`src/rtl/cordic_post_scaler.sv`:
```
// Purpose: removes CORDIC gain from vectoring-mode x (round-half-up, saturate) and buffers results in a show-ahead FIFO.
// Latency: input sampled at edge N is visible on the outputs after edge N+2 (empty FIFO); one result per clock.
// Backpressure: the input cannot be stalled; i_out_ready drains the FIFO, and a write into a full FIFO is dropped and flagged.
//
// Ports:
//   i_clk, i_rst              clock, synchronous active-high reset
//   i_valid, i_x/y/z          CORDIC result stream (signed Q INTEGER_BITS.FRACTIONAL_BITS)
//   i_mode, i_rot_en          2-bit signed mode (-1 hyp, 0 lin, 1 circ), rotation flag
//   i_out_ready               consumer ready
//   o_valid, o_x/y/z          FIFO head (all data/flags forced to 0 when o_valid = 0)
//   o_mode, o_rot_en, o_sat   carried flags and per-result saturation flag
//   o_overflow, o_count       sticky drop flag, FIFO occupancy
module cordic_post_scaler #(
    parameter int INTEGER_BITS    = 3,
    parameter int FRACTIONAL_BITS = 30,
    parameter int COEF_FRAC       = 30,
    parameter int FIFO_DEPTH      = 8
) (
    input  logic                                    i_clk,
    input  logic                                    i_rst,
    input  logic                                    i_valid,
    input  logic [INTEGER_BITS+FRACTIONAL_BITS-1:0] i_x,
    input  logic [INTEGER_BITS+FRACTIONAL_BITS-1:0] i_y,
    input  logic [INTEGER_BITS+FRACTIONAL_BITS-1:0] i_z,
    input  logic [1:0]                              i_mode,
    input  logic                                    i_rot_en,
    input  logic                                    i_out_ready,
    output logic                                    o_valid,
    output logic [INTEGER_BITS+FRACTIONAL_BITS-1:0] o_x,
    output logic [INTEGER_BITS+FRACTIONAL_BITS-1:0] o_y,
    output logic [INTEGER_BITS+FRACTIONAL_BITS-1:0] o_z,
    output logic [1:0]                              o_mode,
    output logic                                    o_rot_en,
    output logic                                    o_sat,
    output logic                                    o_overflow,
    output logic [$clog2(FIFO_DEPTH):0]             o_count
);

    localparam int W    = INTEGER_BITS + FRACTIONAL_BITS;
    localparam int CW   = COEF_FRAC + 2;
    localparam int PW   = W + CW;
    localparam int AW   = $clog2(FIFO_DEPTH);
    localparam int CNTW = AW + 1;

    // Gain-removal coefficients, unsigned Q2.COEF_FRAC. $rtoi limits COEF_FRAC to 30.
    localparam logic [CW-1:0] C_CIRC = CW'($rtoi(0.6072529350 * (2.0 ** COEF_FRAC) + 0.5));
    localparam logic [CW-1:0] C_HYP  = CW'($rtoi(1.2074970678 * (2.0 ** COEF_FRAC) + 0.5));

    localparam logic signed [PW-1:0] HALF  = {{(PW-COEF_FRAC){1'b0}}, 1'b1, {(COEF_FRAC-1){1'b0}}};
    localparam logic signed [PW-1:0] SMAX  = {{(PW-W+1){1'b0}}, {(W-1){1'b1}}};
    localparam logic signed [PW-1:0] SMIN  = {{(PW-W+1){1'b1}}, {(W-1){1'b0}}};

    typedef struct packed {
        logic [W-1:0] x;
        logic [W-1:0] y;
        logic [W-1:0] z;
        logic [1:0]   mode;
        logic         rot_en;
        logic         sat;
    } ent_t;

    // ---------------- stage 1: capture and coefficient select ----------------
    logic          s1_vld_q, s1_vld_d;
    logic [W-1:0]  s1_x_q, s1_x_d, s1_y_q, s1_y_d, s1_z_q, s1_z_d;
    logic [1:0]    s1_mode_q, s1_mode_d;
    logic          s1_rot_q, s1_rot_d;
    logic [CW-1:0] s1_coef_q, s1_coef_d;
    logic          s1_byp_q, s1_byp_d;

    always_comb begin
        s1_vld_d  = i_valid;
        s1_x_d    = s1_x_q;
        s1_y_d    = s1_y_q;
        s1_z_d    = s1_z_q;
        s1_mode_d = s1_mode_q;
        s1_rot_d  = s1_rot_q;
        s1_coef_d = s1_coef_q;
        s1_byp_d  = s1_byp_q;
        if (i_valid) begin
            s1_x_d    = i_x;
            s1_y_d    = i_y;
            s1_z_d    = i_z;
            s1_mode_d = i_mode;
            s1_rot_d  = i_rot_en;
            s1_coef_d = '0;
            s1_byp_d  = 1'b1;
            // Only vectoring results carry the gain; 2'b10 is not a real mode and is bypassed.
            if (!i_rot_en && i_mode == 2'b01) begin
                s1_coef_d = C_CIRC;
                s1_byp_d  = 1'b0;
            end else if (!i_rot_en && i_mode == 2'b11) begin
                s1_coef_d = C_HYP;
                s1_byp_d  = 1'b0;
            end
        end
    end

    // ---------------- stage 2: full-precision product ----------------
    logic                 s2_vld_q, s2_vld_d;
    logic signed [PW-1:0] s2_p_q, s2_p_d;
    logic [W-1:0]         s2_x_q, s2_x_d, s2_y_q, s2_y_d, s2_z_q, s2_z_d;
    logic [1:0]           s2_mode_q, s2_mode_d;
    logic                 s2_rot_q, s2_rot_d;
    logic                 s2_byp_q, s2_byp_d;

    always_comb begin
        s2_vld_d  = s1_vld_q;
        s2_p_d    = s2_p_q;
        s2_x_d    = s2_x_q;
        s2_y_d    = s2_y_q;
        s2_z_d    = s2_z_q;
        s2_mode_d = s2_mode_q;
        s2_rot_d  = s2_rot_q;
        s2_byp_d  = s2_byp_q;
        if (s1_vld_q) begin
            // Signed x times unsigned coefficient: zero-extend C so it stays positive.
            s2_p_d    = $signed({{(PW-W){s1_x_q[W-1]}}, s1_x_q}) *
                        $signed({{(PW-CW){1'b0}}, s1_coef_q});
            s2_x_d    = s1_x_q;
            s2_y_d    = s1_y_q;
            s2_z_d    = s1_z_q;
            s2_mode_d = s1_mode_q;
            s2_rot_d  = s1_rot_q;
            s2_byp_d  = s1_byp_q;
        end
    end

    // ---------------- stage 3: round half-up, saturate (combinational into FIFO) ----------------
    logic signed [PW-1:0] p_rnd;
    logic signed [PW-1:0] r_full;
    ent_t                 s3_ent;

    always_comb begin
        p_rnd  = s2_p_q + HALF;
        r_full = p_rnd >>> COEF_FRAC;
        s3_ent = '0;
        s3_ent.y      = s2_y_q;
        s3_ent.z      = s2_z_q;
        s3_ent.mode   = s2_mode_q;
        s3_ent.rot_en = s2_rot_q;
        if (s2_byp_q) begin
            s3_ent.x = s2_x_q;
        end else if (r_full > SMAX) begin
            s3_ent.x   = SMAX[W-1:0];
            s3_ent.sat = 1'b1;
        end else if (r_full < SMIN) begin
            s3_ent.x   = SMIN[W-1:0];
            s3_ent.sat = 1'b1;
        end else begin
            s3_ent.x = r_full[W-1:0];
        end
    end

    // ---------------- show-ahead FIFO ----------------
    ent_t            mem_q [FIFO_DEPTH];
    ent_t            mem_d [FIFO_DEPTH];
    logic [AW-1:0]   wr_ptr_q, wr_ptr_d, rd_ptr_q, rd_ptr_d;
    logic [CNTW-1:0] count_q, count_d;
    logic            ovf_q, ovf_d;
    logic            pop, push, full;

    always_comb begin
        full = (count_q == CNTW'(FIFO_DEPTH));
        pop  = (count_q != '0) && i_out_ready;
        // A pop on the same edge frees the slot, so a full FIFO still accepts the write.
        push = s2_vld_q && (!full || pop);

        mem_d    = mem_q;
        wr_ptr_d = wr_ptr_q;
        rd_ptr_d = rd_ptr_q;
        ovf_d    = ovf_q | (s2_vld_q && full && !pop);
        count_d  = count_q + CNTW'(push) - CNTW'(pop);
        if (push) begin
            mem_d[wr_ptr_q] = s3_ent;
            wr_ptr_d        = wr_ptr_q + AW'(1);
        end
        if (pop) begin
            rd_ptr_d = rd_ptr_q + AW'(1);
        end
    end

    always_ff @(posedge i_clk) begin
        if (i_rst) begin
            s1_vld_q  <= 1'b0;
            s1_x_q    <= '0;
            s1_y_q    <= '0;
            s1_z_q    <= '0;
            s1_mode_q <= '0;
            s1_rot_q  <= 1'b0;
            s1_coef_q <= '0;
            s1_byp_q  <= 1'b1;
            s2_vld_q  <= 1'b0;
            s2_p_q    <= '0;
            s2_x_q    <= '0;
            s2_y_q    <= '0;
            s2_z_q    <= '0;
            s2_mode_q <= '0;
            s2_rot_q  <= 1'b0;
            s2_byp_q  <= 1'b1;
            wr_ptr_q  <= '0;
            rd_ptr_q  <= '0;
            count_q   <= '0;
            ovf_q     <= 1'b0;
        end else begin
            s1_vld_q  <= s1_vld_d;
            s1_x_q    <= s1_x_d;
            s1_y_q    <= s1_y_d;
            s1_z_q    <= s1_z_d;
            s1_mode_q <= s1_mode_d;
            s1_rot_q  <= s1_rot_d;
            s1_coef_q <= s1_coef_d;
            s1_byp_q  <= s1_byp_d;
            s2_vld_q  <= s2_vld_d;
            s2_p_q    <= s2_p_d;
            s2_x_q    <= s2_x_d;
            s2_y_q    <= s2_y_d;
            s2_z_q    <= s2_z_d;
            s2_mode_q <= s2_mode_d;
            s2_rot_q  <= s2_rot_d;
            s2_byp_q  <= s2_byp_d;
            wr_ptr_q  <= wr_ptr_d;
            rd_ptr_q  <= rd_ptr_d;
            count_q   <= count_d;
            ovf_q     <= ovf_d;
        end
    end

    // Storage needs no reset: entries are only visible through count_q.
    always_ff @(posedge i_clk) begin
        mem_q <= mem_d;
    end

    // ---------------- outputs ----------------
    ent_t head;

    always_comb begin
        head       = mem_q[rd_ptr_q];
        o_valid    = (count_q != '0);
        o_count    = count_q;
        o_overflow = ovf_q;
        o_x        = o_valid ? head.x      : '0;
        o_y        = o_valid ? head.y      : '0;
        o_z        = o_valid ? head.z      : '0;
        o_mode     = o_valid ? head.mode   : '0;
        o_rot_en   = o_valid ? head.rot_en : 1'b0;
        o_sat      = o_valid ? head.sat    : 1'b0;
    end

endmodule
```
`config.mk`:
```
export PLATFORM = sky130hd
export DESIGN_NAME = cordic_post_scaler
export DESIGN_NICKNAME = d
export VERILOG_FILES = /design/src/rtl/cordic_post_scaler.sv
export SDC_FILE = /design/constraint.sdc
export NUM_CORES = 2
export LEC_CHECK = 0
export ABC_AREA = 1
export ABC_CLOCK_PERIOD_IN_PS = 22800
export CORE_MARGIN = 8
export CORE_UTILIZATION = 55
export DETAILED_ROUTE_END_ITERATION = 12
export GPL_ROUTABILITY_DRIVEN = 1
export HOLD_SLACK_MARGIN = 0.15
export PLACE_DENSITY_LB_ADDON = 0.1
export SKIP_CTS_REPAIR_TIMING = 1
export SLEW_MARGIN = 15
export SYNTH_ARGS = -nofsm -noshare
export SYNTH_HDL_FRONTEND = slang
export SYNTH_SLANG_ARGS = --single-unit
export TNS_END_PERCENT = 100
```
`constraint.sdc`:
```
create_clock -name i_clk -period 22.8 [get_ports i_clk]
set_clock_uncertainty 0.1 [all_clocks]
set_input_delay 3.42 -clock i_clk [delete_from_list [all_inputs] [get_ports i_clk]]
set_output_delay 3.42 -clock i_clk [all_outputs]
set_load 0.03 [all_outputs]
```
==> run metrics <==
TritonCTS clock tree done; CP max stage cell buf_4; FF+latch count, synth 1082; syn_area_per_cell 9.78 sq um; count of final hold-check violations 0; CP Max Fanout 172; Post-synth EDFFs 824; Net Count, Synth 8702; commonest non-fill, non-tap cell in the layout inv_1; Slew Limit Fails 0; Tcrit/Tclk final 38.2%; Starting Density 55.4%; first-pass GRT wire length 330 mm; Core Area 131000 sq um; GPL Wtd Cong 0.988; dominant synthesized flop cell edfxtp_1; Worst-path clk slew 0.06 ns; CP peak stage delay 0.88 ns; CP endpoint kind output pin; Post-Syn Instances 7445; Worst Tran Pin Value 1.10 ns; Initial DRT Pass Iterations 6; CP cell instances inv_8, buf_4, buf_4, o21ai_0, o22ai_1, o21ai_0, a31oi_1, clkdlybuf4s50_1; WP data arrival 5.18 ns; die extent in y 380 microns; Worst slew margin 26.4%; Async SR Flop Fraction 0%; top sig layer met5; H-tree level count 3; routed wl met2 104 mm; max-cap violation count 0; Worst Path Buf+Inv 4; layout cells sized above 1 4.35%; CP delay by family, top buffers and inverters; Power Density 83.7 nW/um^2; number of setup violations in the final report 0; die area 144000 sq um; synthesized cell area 72800 sq um; M1 wire length 89.5 mm; Leak Pwr 37.1 nW; Cell variety after synth 46; final layout net count 8793; Fmax achieved 0.115 GHz; clk root buf clkbuf_16; Area Overhead vs Synth 10.2%; Worst Setup Start Kind flip-flop; Final Util 61.0%; initial antenna violation count 9; I/O Pins 215; ANT nets after route 0; dpl hpwl 160 mm; post-synth top area share 34.0%; post-synthesis sequential area ratio 41.1%; commonest cells after routing, fill and taps aside 1485 x inv_1, 1202 x nor2_1, 824 x edfxtp_1; RSZ-0062 raised after global routing false; via count 52000; Clock Tree Buf Depth 3; largest net degree at the start of global routing 173; worst hold path class reg -> reg; worst path required time 19.28 ns; clk_lat worst skew 0.74 ns; global route overflow 0; peak supply drop 0.0693 mV; crit path time final 8.70 ns; Remaining DRCs 0; Synth area leader edfxtp_1; outcome completed; Die Width 380 microns; vias in the first global route 52500; cts bufs inserted 111; Worst Path Class, Setup reg -> out; clock sinks 1082; port bufs 214; Final Non-Filler Cells 9393; DR WL/cell 23.3 microns; met3 wire length 14.6 mm; cell area after layout 80200 sq um; Yosys warning count 0; Vias/cell 5.53; top post-synthesis cells by area edfxtp_1 34%, fa_1 22%, inv_1 7.7%; FP Rows 133; placed cell areas 76400 sq um; drt total wl 219 mm; setup_tns 0 ns; global-route usage over all layers 29.9%; cell count after placement 9178; 1st-iter DRT viols 4711
[final timing paths]
| path | start | to | cells after the start | slack (ns) |
|---|---|---|---|---|
| setup / recovery | rd_ptr_q[0] | o_z[30] | 8 | 14.10 |
| setup reg to reg | s1_coef_q[29] | s2_p_q[58] | 27 | 14.16 |
| hold / removal | s1_rot_q | s1_rot_q | 2 | 0.36 |
| hold reg to reg | s1_rot_q | s1_rot_q | 2 | 0.36 |
[worst register-to-register path, delay by kind of cell (launching register included)]
family / cells / cell delay (ns)
flops: 1 / 0.31
buf+inv: 8 / 1.73
fa+ha+maj: 7 / 3.63
simple gates: 12 / 2.78
[Yosys cell counts (5+ instances only)]
cell,count
o22ai_1,103
inv_1,1487
clkbuf_1,239
nand2_1,679
inv_2,6
nor2_1,1210
buf_2,27
nor3_1,26
fa_1,787
ha_1,364
o21bai_1,37
edfxtp_1,824
xnor2_1,10
and2_1,5
buf_1,13
xor2_1,63
buf_12,6
o21ai_0,805
a21oi_1,165
a31oi_1,104
nand4_1,20
nand3_1,100
dfxtp_1,258
nor4_1,8
nand2_2,37
a21oi_2,30
[cell type report]
cell class	instances	area [sq um]
Tap cell	1755	2200
Clock buffer	154	3100
Inverter	1495	5640
Fill cell	11200	51200
Multi-Input combinational cell	4581	36100
Sequential cell	1082	29900
Timing Repair Buffer	265	2520
Antenna cell	3	7.51
Clock inverter	58	723
[power by group]
part | total [mW] | internal [mW] | switching (mW)
registers | 2.26 | 2.19 | 0.0764
logic | 2.57 | 0.853 | 1.71
clock network | 1.88 | 1.08 | 0.807
total | 6.71 | 4.12 | 2.60
[routing by layer]
layer  GRT usage, %  up-vias
met1           39.6    25700
met3           3.75      431
met4           13.4        4
met5              0        -
met2           49.7     2038
li1               -    23800
[metrics by stage]
stage | hold WS, ns | power [mW] | setup slack, ns
2_1_floorplan | 0.326 | 3.92 | 13.93
3_3_place_gp | 0.345 | 4.85 | 14.33
3_5_place_dp | 0.351 | 4.87 | 14.24
4_1_cts | 0.362 | 6.75 | 13.95
5_1_grt | 0.394 | 7.08 | 13.49
6_report | 0.362 | 6.71 | 14.10
[sequential cells by signal (all words and copies together), names as in the netlist, 3 cells and up]
signal,cells
mem_q,824
s2_p_q,36
s1_x_q,33
s1_y_q,33
s1_z_q,33
s2_x_q,33
s2_y_q,33
s2_z_q,33
o_count,4
rd_ptr_q,3
s1_coef_q,3
wr_ptr_q,3
[kinds of logic after synthesis]
group	Yosys count	synth area share, %
AOI/OAI and AO/OA	1254	9.30
xor gates and xnor gates	73	0.878
adders and majority gates	1151	27.9
buffers and inverters	1782	9.38
and+or+nand+nor	2103	11.5
DFF	1082	41.1
Power figures use the tool's default switching activity.
